<file path="config.mk">
export PLATFORM = sky130hd
export DESIGN_NAME = pe_stream_feeder
export DESIGN_NICKNAME = d
export VERILOG_FILES = /design/src/rtl/pe_stream_feeder.sv
export SDC_FILE = /design/constraint.sdc
export NUM_CORES = 1
export LEC_CHECK = 0
export ABC_AREA = 1
export ABC_CLOCK_PERIOD_IN_PS = 16400
export CORE_ASPECT_RATIO = 1.5
export CORE_MARGIN = 3
export CORE_UTILIZATION = 30
export CTS_CLUSTER_SIZE = 20
export DETAILED_ROUTE_END_ITERATION = 7
export PLACE_DENSITY_LB_ADDON = 0.05
export SLEW_MARGIN = 20
export SYNTH_ARGS = -nofsm -noshare
export SYNTH_HDL_FRONTEND = slang
export SYNTH_SLANG_ARGS = --single-unit
</file>
<file path="constraint.sdc">
create_clock -name clk -period 16.4 [get_ports clk]
set_input_delay 4.1 -clock clk [delete_from_list [all_inputs] [get_ports clk]]
set_output_delay 4.1 -clock clk [all_outputs]
set_load 0.01 [all_outputs]
</file>
<file path="src/rtl/pe_stream_feeder.sv">
// Stream sequencer for one PE: fetches filter/ifmap/ipsum words from a 1-cycle-latency
// buffer port, feeds them over valid/ready, and writes opsums back. Option: PE_STREAM_FEEDER_RELU_EN.

module pe_feed_fifo #(
  parameter int DW = 32
) (
  input  logic          clk,
  input  logic          rst,
  input  logic          push,
  input  logic [DW-1:0] din,
  input  logic          pop,
  output logic [DW-1:0] dout,
  output logic          vld,
  output logic [1:0]    cnt
);
  logic [1:0][DW-1:0] mem;
  logic               wptr, rptr;

  always_ff @(posedge clk or posedge rst) begin
    if (rst) begin
      mem  <= '0;
      wptr <= 1'b0;
      rptr <= 1'b0;
      cnt  <= 2'd0;
    end else begin
      if (push) begin
        mem[wptr] <= din;
        wptr      <= ~wptr;
      end
      if (pop) rptr <= ~rptr;
      cnt <= cnt + {1'b0, push} - {1'b0, pop};
    end
  end

  assign dout = mem[rptr];
  assign vld  = (cnt != 2'd0);
endmodule

module pe_stream_feeder #(
  parameter int DATA_BITS   = 32,
  parameter int ADDR_BITS   = 16,
  parameter int CONFIG_SIZE = 13
) (
  input  logic                   clk,
  input  logic                   rst,
  input  logic                   start,
  input  logic [CONFIG_SIZE-1:0] cfg,
  input  logic [ADDR_BITS-1:0]   filter_base,
  input  logic [ADDR_BITS-1:0]   ifmap_base,
  input  logic [ADDR_BITS-1:0]   ipsum_base,
  input  logic [ADDR_BITS-1:0]   opsum_base,
  output logic                   rd_en,
  output logic [ADDR_BITS-1:0]   rd_addr,
  input  logic [DATA_BITS-1:0]   rd_data,
  output logic                   wr_en,
  output logic [ADDR_BITS-1:0]   wr_addr,
  output logic [DATA_BITS-1:0]   wr_data,
  output logic                   PE_en,
  output logic [CONFIG_SIZE-1:0] i_config,
  output logic [DATA_BITS-1:0]   filter,
  output logic [DATA_BITS-1:0]   ifmap,
  output logic [DATA_BITS-1:0]   ipsum,
  output logic                   filter_valid,
  output logic                   ifmap_valid,
  output logic                   ipsum_valid,
  input  logic                   filter_ready,
  input  logic                   ifmap_ready,
  input  logic                   ipsum_ready,
  input  logic [DATA_BITS-1:0]   opsum,
  input  logic                   opsum_valid,
  output logic                   opsum_ready,
  output logic                   busy,
  output logic                   done
);
  localparam int NS = 3;  // stream lanes: 0 filter, 1 ifmap, 2 ipsum

  localparam logic [2:0] S_IDLE   = 3'd0;
  localparam logic [2:0] S_CFG    = 3'd1;
  localparam logic [2:0] S_FILTER = 3'd2;
  localparam logic [2:0] S_IFMAP  = 3'd3;
  localparam logic [2:0] S_IPSUM  = 3'd4;
  localparam logic [2:0] S_OPSUM  = 3'd5;
  localparam logic [2:0] S_DONE   = 3'd6;

  logic [2:0]             state;
  logic [CONFIG_SIZE-1:0] cfg_q;
  logic [ADDR_BITS-1:0]   fil_addr, ifm_addr, ips_addr, ops_addr;
  logic [4:0]             fetch_left, hs_left, col;
  logic                   rd_pend;

  logic [4:0] rs_n, u_n, p_n, q_n, k_n, f_n, filt_n;
  assign rs_n   = {3'b0, cfg_q[11:10]} + 5'd1;
  assign u_n    = {4'b0, cfg_q[9]} + 5'd1;
  assign p_n    = {3'b0, cfg_q[8:7]} + 5'd1;
  assign f_n    = cfg_q[6:2];
  assign q_n    = {3'b0, cfg_q[1:0]} + 5'd1;
  assign k_n    = cfg_q[12] ? q_n : p_n;
  assign filt_n = p_n * rs_n;

  logic [NS-1:0]                phase_oh, fifo_push, fifo_pop, fifo_vld, fifo_rdy;
  logic [NS-1:0][DATA_BITS-1:0] fifo_head;
  logic [NS-1:0][1:0]           fifo_cnt;

  assign phase_oh  = {state == S_IPSUM, state == S_IFMAP, state == S_FILTER};
  assign fifo_rdy  = {ipsum_ready, ifmap_ready, filter_ready};
  assign fifo_pop  = fifo_vld & fifo_rdy;
  // Reads are only issued for the active phase, so the returning word always
  // belongs to the stream that is active now.
  assign fifo_push = phase_oh & {NS{rd_pend}};

  genvar gi;
  generate
    for (gi = 0; gi < NS; gi++) begin : g_fifo
      pe_feed_fifo #(.DW(DATA_BITS)) u_fifo (
        .clk  (clk),
        .rst  (rst),
        .push (fifo_push[gi]),
        .din  (rd_data),
        .pop  (fifo_pop[gi]),
        .dout (fifo_head[gi]),
        .vld  (fifo_vld[gi]),
        .cnt  (fifo_cnt[gi])
      );
    end
  endgenerate

  logic [1:0]           cur_cnt;
  logic                 cur_pop;
  logic [2:0]           credit_use;
  logic [ADDR_BITS-1:0] cur_addr;

  always_comb begin
    cur_cnt  = 2'd0;
    cur_addr = '0;
    case (state)
      S_FILTER: begin cur_cnt = fifo_cnt[0]; cur_addr = fil_addr; end
      S_IFMAP:  begin cur_cnt = fifo_cnt[1]; cur_addr = ifm_addr; end
      S_IPSUM:  begin cur_cnt = fifo_cnt[2]; cur_addr = ips_addr; end
      default:  ;
    endcase
  end

  // A word popped this cycle frees its slot for a read issued this cycle,
  // which keeps a stream at one word per cycle while ready stays high.
  assign cur_pop    = |(fifo_pop & phase_oh);
  assign credit_use = {1'b0, cur_cnt} + {2'b0, rd_pend} - {2'b0, cur_pop};
  assign rd_en      = (|phase_oh) && (fetch_left != 5'd0) && (credit_use < 3'd2);
  assign rd_addr    = rd_en ? cur_addr : '0;

  logic opsum_hs, phase_hs, last_hs;
  assign opsum_ready = (state == S_OPSUM);
  assign opsum_hs    = opsum_valid && opsum_ready;
  assign phase_hs    = (|fifo_pop) || opsum_hs;
  assign last_hs     = phase_hs && (hs_left == 5'd1);

  logic [DATA_BITS-1:0] wb_data;
`ifdef PE_STREAM_FEEDER_RELU_EN
  assign wb_data = opsum[DATA_BITS-1] ? '0 : opsum;
`else
  assign wb_data = opsum;
`endif
  assign wr_en   = opsum_hs;
  assign wr_addr = ops_addr;
  assign wr_data = opsum_hs ? wb_data : '0;

  always_ff @(posedge clk or posedge rst) begin
    if (rst) begin
      state      <= S_IDLE;
      cfg_q      <= '0;
      fil_addr   <= '0;
      ifm_addr   <= '0;
      ips_addr   <= '0;
      ops_addr   <= '0;
      fetch_left <= 5'd0;
      hs_left    <= 5'd0;
      col        <= 5'd0;
      rd_pend    <= 1'b0;
    end else begin
      rd_pend <= rd_en;
      if (rd_en) begin
        fetch_left <= fetch_left - 5'd1;
        case (state)
          S_FILTER: fil_addr <= fil_addr + 1'b1;
          S_IFMAP:  ifm_addr <= ifm_addr + 1'b1;
          S_IPSUM:  ips_addr <= ips_addr + 1'b1;
          default:  ;
        endcase
      end
      if (phase_hs) hs_left <= hs_left - 5'd1;
      if (opsum_hs) ops_addr <= ops_addr + 1'b1;

      // Phase loads below override the decrements above on the last handshake.
      case (state)
        S_IDLE: if (start) begin
          state    <= S_CFG;
          cfg_q    <= cfg;
          fil_addr <= filter_base;
          ifm_addr <= ifmap_base;
          ips_addr <= ipsum_base;
          ops_addr <= opsum_base;
        end
        S_CFG: begin
          state      <= S_FILTER;
          fetch_left <= filt_n;
          hs_left    <= filt_n;
          col        <= 5'd0;
        end
        S_FILTER: if (last_hs) begin
          state      <= S_IFMAP;
          fetch_left <= rs_n;
          hs_left    <= rs_n;
        end
        S_IFMAP: if (last_hs) begin
          state      <= S_IPSUM;
          fetch_left <= k_n;
          hs_left    <= k_n;
        end
        S_IPSUM: if (last_hs) begin
          state      <= S_OPSUM;
          fetch_left <= 5'd0;
          hs_left    <= k_n;
        end
        S_OPSUM: if (last_hs) begin
          if (col == f_n) begin
            state <= S_DONE;
          end else begin
            state      <= S_IFMAP;
            col        <= col + 5'd1;
            fetch_left <= u_n;
            hs_left    <= u_n;
          end
        end
        S_DONE:  state <= S_IDLE;
        default: state <= S_IDLE;
      endcase
    end
  end

  assign i_config     = cfg_q;
  assign PE_en        = (state == S_CFG);
  assign busy         = (state != S_IDLE);
  assign done         = (state == S_DONE);
  assign filter       = fifo_head[0];
  assign ifmap        = fifo_head[1];
  assign ipsum        = fifo_head[2];
  assign filter_valid = fifo_vld[0];
  assign ifmap_valid  = fifo_vld[1];
  assign ipsum_valid  = fifo_vld[2];
endmodule

</file>
# --- Yosys cells after proc, flatten, opt, wreduce, memory -nomap -nowiden ---
# Index checks and enable logic that the tools add are counted.
word_totals:
  ff_bits: 300
  output_inout_bits: 182
  elab_cells: 158
classes:
  add_sub_neg: 19
  mul: 1
  magnitude_cmp: 10
  n_eq_ne: 14
  n_mux: 58
  bitwise_logic: 9
  reduce_logical: 22
op_table:
  columns: ["operator", "n"]
  rows:
  - ["two-way mux 32 bit", 10]
  - ["two-way mux 16 bit", 16]
  - ["bitwise mux 64 bit", 3]
  - ["demux 32 bit (select 1 bit)", 3]
  - ["two-way mux 5 bit", 13]
  - ["adder 16 x 1 -> 16 bit (second input constant)", 4]
  - ["one-hot mux 16 bit (3 select lines)", 1]
  - ["one-hot mux 5 bit (5 select lines)", 1]
  - ["two-way mux 3 bit", 7]
  - ["one-hot mux 5 bit (4 select lines)", 1]
  - ["one-hot mux 3 bit (6 select lines)", 1]
  - ["< comparator 1 x 2 -> 1 bit (second input constant)", 6]
  - ["one-hot mux 5 bit (2 select lines)", 1]
  - ["subtractor 5 x 1 -> 5 bit (second input constant)", 2]
  - ["adder 2 x 1 -> 3 bit (second input constant)", 3]
  - ["AND 3 bit", 3]
  - ["== test 3 bit (second input constant)", 3]
  - ["OR reduction 3 bit", 3]
  - ["!= test 2 x 1 -> 1 bit (second input constant)", 4]
  - ["nonzero test 2 bit", 4]
  - ["logical AND 1 bit", 7]
  - ["adder 2 x 1 -> 2 bit", 3]
  - ["== test 3 x 2 -> 1 bit (second input constant)", 2]
  - ["NOT 1 bit", 6]
  - ["21 further kinds", 26]

# --- Depth between registers and ports, before layout ---
# Gate-level depths: netlist of the first run.
depth:
  ltp_word: 11
  depth_mapped: 19

# --- By module ---
# Synthesis of the first run repeated with hierarchy kept, for this count alone.
hier_totals:
  hier_cells: 2415
  hier_area_um2: 16980.0
by_module_without_submodules:
  columns: ["mod", "instances", "cells_per_inst", "area_per_inst_um2"]
  rows:
  - ["pe_feed_fifo", 3, 363, 2985.4]
  - ["pe_stream_feeder", 1, 1326, 8023.9]

# --- Worst setup path before layout of the first run ---
# No wires, ideal clock.
synth_timing:
  kind: "input -> output"
  from: "input ipsum_ready"
  to: "output rd_addr[10]"
  t_arrival_ps: 6440
  path_slack_ps: 5860
  cell_stages: 11
  path_buffers: 2
  cell_sequence: "o21ai_1 > o221ai_1 > ha_1 > or2_2 > fa_1 > nand2_1 > nor2_2 > nand3_4 > buf_2 > clkbuf_1 > a31oi_1"
synth_between:
  elab_chain_cells: 7
synth_lines:
  columns: ["element", "line_no", "source"]
  rows:
  - ["start, declared", "68", "input logic ipsum_ready,"]
  - ["AND 3 bit", "106", "assign fifo_pop = fifo_vld & fifo_rdy;"]
  - ["AND 3 bit", "145", "assign cur_pop = |(fifo_pop & phase_oh);"]
  - ["OR reduction 3 bit", "145", null]
  - ["subtractor 3 x 1 -> 3 bit", "146", "assign credit_use = {1'b0, cur_cnt} + {2'b0, rd_pend} - {2'b0, cur_pop};"]
  - ["< comparator 3 x 2 -> 1 bit", "147", "assign rd_en = (|phase_oh) && (fetch_left != 5'd0) && (credit_use < 3'd2);"]
  - ["logical AND 1 bit", "147", null]
  - ["two-way mux 16 bit", "148", "assign rd_addr = rd_en ? cur_addr : '0;"]
  - ["end, declared", "53", "output logic [ADDR_BITS-1:0] rd_addr,"]
# Every way passes these cells.

# --- Final worst setup path of the first run ---
layout_timing:
  from: "input ipsum_ready"
  to: "output rd_addr[9]"
# Same word-level chain as after synthesis.

==> results of run 1 <==
[routing by layer]
metal	up-vias	track usage	wire length, um
li1	7571	-	-
met1	7237	0.2349	23180
met2	346	0.3665	30060
met3	75	0.03427	2631
met4	0	0.06334	1756
met5	-	0	0
[synth_stat cells (3+ instances only)]
| library cell | instances | share of area |
|---|---|---|
| o22ai_1 | 5 | 0.0019 |
| nor3b_1 | 5 | 0.0023 |
| buf_4 | 7 | 0.0032 |
| nand3_1 | 82 | 0.025 |
| a31oi_1 | 14 | 0.0054 |
| xnor2_1 | 24 | 0.013 |
| nand2_1 | 856 | 0.20 |
| o21ai_1 | 11 | 0.0034 |
| clkinv_1 | 4 | 0.00092 |
| fa_1 | 3 | 0.0037 |
| or2_2 | 19 | 0.0073 |
| inv_2 | 8 | 0.0018 |
| a21oi_1 | 33 | 0.010 |
| clkbuf_1 | 83 | 0.019 |
| buf_2 | 14 | 0.0043 |
| ha_1 | 25 | 0.019 |
| dfrtp_1 | 300 | 0.46 |
| xor2_1 | 37 | 0.020 |
| buf_1 | 4 | 0.00092 |
| o21bai_1 | 3 | 0.0014 |
| o31ai_1 | 3 | 0.0014 |
| mux2i_1 | 6 | 0.0037 |
| nor2_2 | 3 | 0.0012 |
| o211ai_1 | 5 | 0.0023 |
| o21ai_0 | 266 | 0.082 |
| nand4_1 | 21 | 0.0081 |
| nor3_1 | 32 | 0.0099 |
| inv_1 | 206 | 0.048 |
| nor2_1 | 121 | 0.028 |
[sequential cells by signal, summed over array words and instances, names as in the netlist]
signal              flops
g_fifo.u_fifo.wptr      3
wr_addr                16
g_fifo.u_fifo.mem     192
g_fifo.u_fifo.cnt       6
hs_left                 5
ifm_addr               16
state                   3
fil_addr               16
i_config               13
ips_addr               16
g_fifo.u_fifo.rptr      3
rd_pend                 1
fetch_left              5
col                     5
[stage by stage]
| step | util | cells | hold slack (ns) | setup slack (ns) |
|---|---|---|---|---|
| finish | 0.4021 | 3211 | 0.4827 | 3.707 |
| global route | 0.4021 | 3211 | 0.5021 | 3.392 |
| CTS | 0.4021 | 3211 | 0.4877 | 3.678 |
| detailed placement | 0.3793 | 3148 | 0.4726 | 3.665 |
| global placement | 0.3793 | 3148 | 0.4660 | 3.773 |
| floorplan | - | 2224 | 0.4529 | 4.011 |
[final timing paths]
kind	from	to	slack [ns]	depth (start not counted)
hold / removal	g_fifo[2].u_fifo.mem[59]	g_fifo[2].u_fifo.mem[59]	0.48	2
setup / recovery	ipsum_ready	rd_addr[9]	3.71	14
setup reg to reg	state[2]	ifm_addr[0]	11.48	19
hold reg to reg	g_fifo[2].u_fifo.mem[59]	g_fifo[2].u_fifo.mem[59]	0.48	2
min in group asynchronous	rst	g_fifo[2].u_fifo.mem[0]	4.13	2
max in group asynchronous	rst	g_fifo[2].u_fifo.mem[28]	10.10	4
[cell type report]
class                   instances  area (um2)
repair buffers                350        3451
flip-flops and latches        300        7507
clock inverters                15       173.9
multi-input cells            1597        7498
well taps                     682       853.3
fillers                      5645       31740
clock buffers                  48        1036
inverters                     219       832.0
[worst max-delay path: cells and delay by family]
| family | cells | cell delay [ns] |
|---|---|---|
| AND/OR/NAND/NOR | 6 | 1.35 |
| adder cells (fa/ha/maj) | 2 | 0.80 |
| buffers and inverters | 4 | 1.84 |
| AO/OA/AOI/OAI | 2 | 0.46 |
[cell families after synthesis]
kind of cell | count (synthesis) | share of synthesized area
fa+ha+maj | 28 | 0.02293
simple gates | 1152 | 0.2878
buf+inv | 327 | 0.07827
xor+xnor | 61 | 0.03286
compound gates | 350 | 0.1127
mux | 6 | 0.003694
flops | 300 | 0.4618
[where the power goes]
| part | internal [mW] | total, mW | switching, mW |
|---|---|---|---|
| logic | 0.941 | 2.23 | 1.29 |
| registers | 1.10 | 1.39 | 0.288 |
| clock network | 0.493 | 0.829 | 0.336 |
==> results_dict.tcl, run 1 <==
set metrics [dict create \
    initial_core_util 0.3062 \
    first_pass_iters 5 \
    finClkSkew_ns 0.01308 \
    async_reset_ff_frac 1.000 \
    grt_pass1_wl_um 89780 \
    htreeDepth 2 \
    cts.sinks 300 \
    outcome "complete, no violations" \
    ys_seq_area_frac 0.4618 \
    max_freq_ghz 0.07878 \
    crit_slowest_cell "clkdlybuf4s50_1" \
    grt_pass1_vias 15240 \
    hold_buffers 0 \
    critPathKind "in2out" \
    synth_cell_types 47 \
    ios 330 \
    start_kind "input pin" \
    drtIter0Drc 839 \
    syn_area_per_cell_um2 7.310 \
    power_density_mw_per_mm2 208.3 \
    synth_ff_type "dfrtp_1" \
    setup_tns_ns 0 \
    place.detailed.hpwl_um 39930 \
    post-route-period-util 0.7740 \
    finalHoldViolations 0 \
    die_x_um 196.1 \
    wire_per_inst_um 17.95 \
    period_minus_slack_ns 12.69 \
    cpPeakStageDelay_ns 0.54 \
    mappedNetlistNets 2400 \
    die_y_um 291.1 \
    crit_arrival_ns 8.59 \
    antenna_found_initial 0 \
    nNetsFinal 2680 \
    clockBufferDepth 3 \
    drcViolationCount 0 \
    maxSlewViolCount 0 \
    cts.clk_slew.worst_paths_ns 0.06 \
    fp-row-count 103 \
    power_mw 4.448 \
    synth_edf_count 0 \
    layout_common_cells "nand2_1, clkdlybuf4s50_1, dfrtp_1" \
    yosysWarningCount 0 \
    die_area_mm2 0.05708 \
    rsz0062_at_grt "false" \
    syn-cell-area_mm2 0.01626 \
    layout_commonest_cell "nand2_1" \
    grt_start_max_net_pins 114 \
    synth_seq_cells 300 \
    end_kind "primary output" \
    worstPathRequired_ns 12.30 \
    synthToLayoutAreaGrowth_pct 31.33 \
    numPortBuffers 329 \
    total_leakage_power_nw 10.56 \
    via_per_inst 4.743 \
    postRouteAntennaNets 0 \
    peakVddDrop_uv 97.02 \
    cts_setup_buffers 0 \
    coreArea_mm2 0.05310 \
    drive_above_1_share 0.05219 \
    cts_resized 0 \
    hold_class "reg2reg" \
    cts-root-buf "clkbuf_16" \
    relSlewSlack 0.3658 \
    vias 15230 \
    setup_viol 0 \
    gp_congestion 0.8385 \
    cts-buffers-inserted 36 \
    grt.total_usage 0.1996 \
    drv_cap 0 \
    clock_latency_ns 0.54 \
    cts_tree "built" \
    fin_area_mm2 0.02135 \
    antennaDiodeCount 0 \
    place_area_mm2 0.02014 \
    gr-total-overflow 0 \
    crit_chain "clkdlybuf4s50_1, o21ai_1, o221ai_1, ha_1, or2_2, fa_1, nand2_1, nor2_2, nand3_4, clkinv_2, buf_4, nand3_1, nand3_1, clkdlybuf4s50_1" \
    worst_pin_slew_ns 0.9503 \
    crit_path_max_fanout 54 \
    wirelength_um 57630 \
    synthCells 2224 \
]
Note: power is estimated with default switching activity, not from simulation.
==> run 2: changes to the inputs <==
ABC_CLOCK_PERIOD_IN_PS = 11600   (was 16400)
clock period = 11.6 ns   (was 16.4 ns; I/O delays follow)
==> results_dict.tcl, run 2 (synthesis results as in run 1) <==
set metrics [dict create \
    outcome "complete, no violations" \
    post-route-period-util 0.8352 \
    grt_pass1_vias 15250 \
    synthToLayoutAreaGrowth_pct 31.17 \
    power_mw 6.264 \
    cts_resized 0 \
    ios 330 \
    max_freq_ghz 0.1032 \
    via_per_inst 4.738 \
    start_kind "input pin" \
    hold_class "reg2reg" \
    htreeDepth 2 \
    drive_above_1_share 0.04947 \
    cpPeakStageDelay_ns 0.55 \
    setup_tns_ns 0 \
    grt_pass1_wl_um 91090 \
    wire_per_inst_um 18.11 \
    relSlewSlack 0.3622 \
    rsz0062_at_grt "false" \
    end_kind "primary output" \
    vias 15210 \
    pwr-share-comb 0.506 \
    critPathMostFrequentCell "nand2_1" \
    worstPathRequired_ns 8.70 \
    nNetsFinal 2678 \
    hold_buffers 0 \
    p_clk_frac 0.181 \
    power.internal_mw 3.536 \
    wirelength_um 58120 \
    top_register "g_fifo.u_fifo.mem" \
    hold_depth 2 \
    drtIter0Drc 776 \
    drcViolationCount 0 \
    crit_chain "clkdlybuf4s50_1, nand2_1, inv_1, nand2_1, o221ai_1, ha_1, or2_2, fa_1, nand2_1, nor2_2, nand3_4, nor2_1, nand2_1, nand3_1, clkdlybuf4s50_1" \
    grt.total_usage 0.2016 \
    grt_start_max_net_pins 122 \
    final_core_util 0.4016 \
    crit_arrival_ns 6.79 \
    power_frac_seq 0.313 \
    gr-total-overflow 0 \
    period_minus_slack_ns 9.688 \
    fp-row-count 103 \
    clockBufferDepth 3 \
    layout_setup_ws_ns 1.912 \
    die_y_um 291.1 \
    pre_cts_slack_ns 1.878 \
    fin_hold_ws_ns 0.4806 \
    power_density_mw_per_mm2 293.7 \
    clock_latency_ns 0.56 \
    cts_tree "built" \
    layout_common_cells "nand2_1, clkdlybuf4s50_1, dfrtp_1" \
    finClkSkew_ns 0.01552 \
    switching_power_mw 2.728 \
    cts-root-buf "clkbuf_16" \
    reg2regPathDepth 18 \
    p_sw_frac 0.4354 \
    numPortBuffers 329 \
    crit_slowest_cell "clkdlybuf4s50_1" \
    critPathKind "in2out" \
    finalHoldViolations 0 \
    initial_core_util 0.3062 \
    setup_viol 0 \
    antenna_found_initial 1 \
    place.detailed.hpwl_um 40120 \
    coreArea_mm2 0.05310 \
    gp_congestion 0.8536 \
    worst_pin_slew_ns 0.9556 \
    first_pass_iters 5 \
    crit_path_max_fanout 54 \
    cts.clk_slew.worst_paths_ns 0.06 \
    layout_commonest_cell "nand2_1" \
    cts.sinks 300 \
    largest_reg_flops 192 \
    total_leakage_power_nw 10.53 \
    drv_cap 0 \
    maxSlewViolCount 0 \
    cts_setup_buffers 0 \
    fill_cells 5651 \
    postRouteAntennaNets 0 \
    cts-buffers-inserted 36 \
    die_x_um 196.1 \
    peakVddDrop_uv 162.2 \
    die_area_mm2 0.05708 \
]
-- run 2: layer usage --
metal	vias up	share of wire	track usage
met2	358	0.52	0.3648
met4	0	0.033	0.06525
met3	92	0.043	0.03068
li1	7568	-	-
met1	7192	0.40	0.2441
met5	-	0	0
-- run 2: cell type report --
cell class                 instances  area [um2]  share of cell area
sequential                       300        7507              0.3520
clock inverter                    11       141.4            0.006630
antenna                            1       2.502           0.0001173
timing repair buffer             348        3440              0.1613
clock buffer                      52        1041             0.04881
multi-input combinational       1597        7507              0.3520
inverter                         219       833.3             0.03908
tap                              682       853.3             0.04001
-- run 2: per-stage QoR --
| stage | cells | area (um2) |
|---|---|---|
| 2_1_floorplan | 2224 | 16260 |
| 3_3_place_gp | 3146 | 20130 |
| 3_5_place_dp | 3146 | 20130 |
| 4_1_cts | 3209 | 21310 |
| 5_1_grt | 3210 | 21330 |
| 6_report | 3210 | 21330 |
-- run 2: worst paths after layout --
kind                                          start                  endpoint  slack [ns]
hold / removal             g_fifo[0].u_fifo.mem[34]  g_fifo[0].u_fifo.mem[34]        0.48
min in group asynchronous                       rst  g_fifo[0].u_fifo.mem[32]        2.94
max in group asynchronous                       rst              fil_addr[15]        7.13
setup reg to reg                           state[2]               ifm_addr[0]        6.29
hold reg to reg            g_fifo[0].u_fifo.mem[34]  g_fifo[0].u_fifo.mem[34]        0.48
setup / recovery                       filter_ready                rd_addr[9]        1.91
-- run 2: power by group through the flow --
stage,Combinational (mW),Clock (mW),Sequential [mW]
final,3.17,1.14,1.96
after global routing,3.60,1.22,2.03
after CTS,3.24,1.18,1.96
after detailed placement,3.21,0,1.97
after global placement,3.20,0,1.96
after floorplan,1.89,0,1.87
-- run 2: worst max-delay path: cells and delay by family --
| kind | cells | cell delay (ns) |
|---|---|---|
| and+or+nand+nor | 9 | 1.92 |
| buffers and inverters | 3 | 1.04 |
| adders and majority gates | 2 | 0.79 |
| AOI/OAI and AO/OA | 1 | 0.12 |
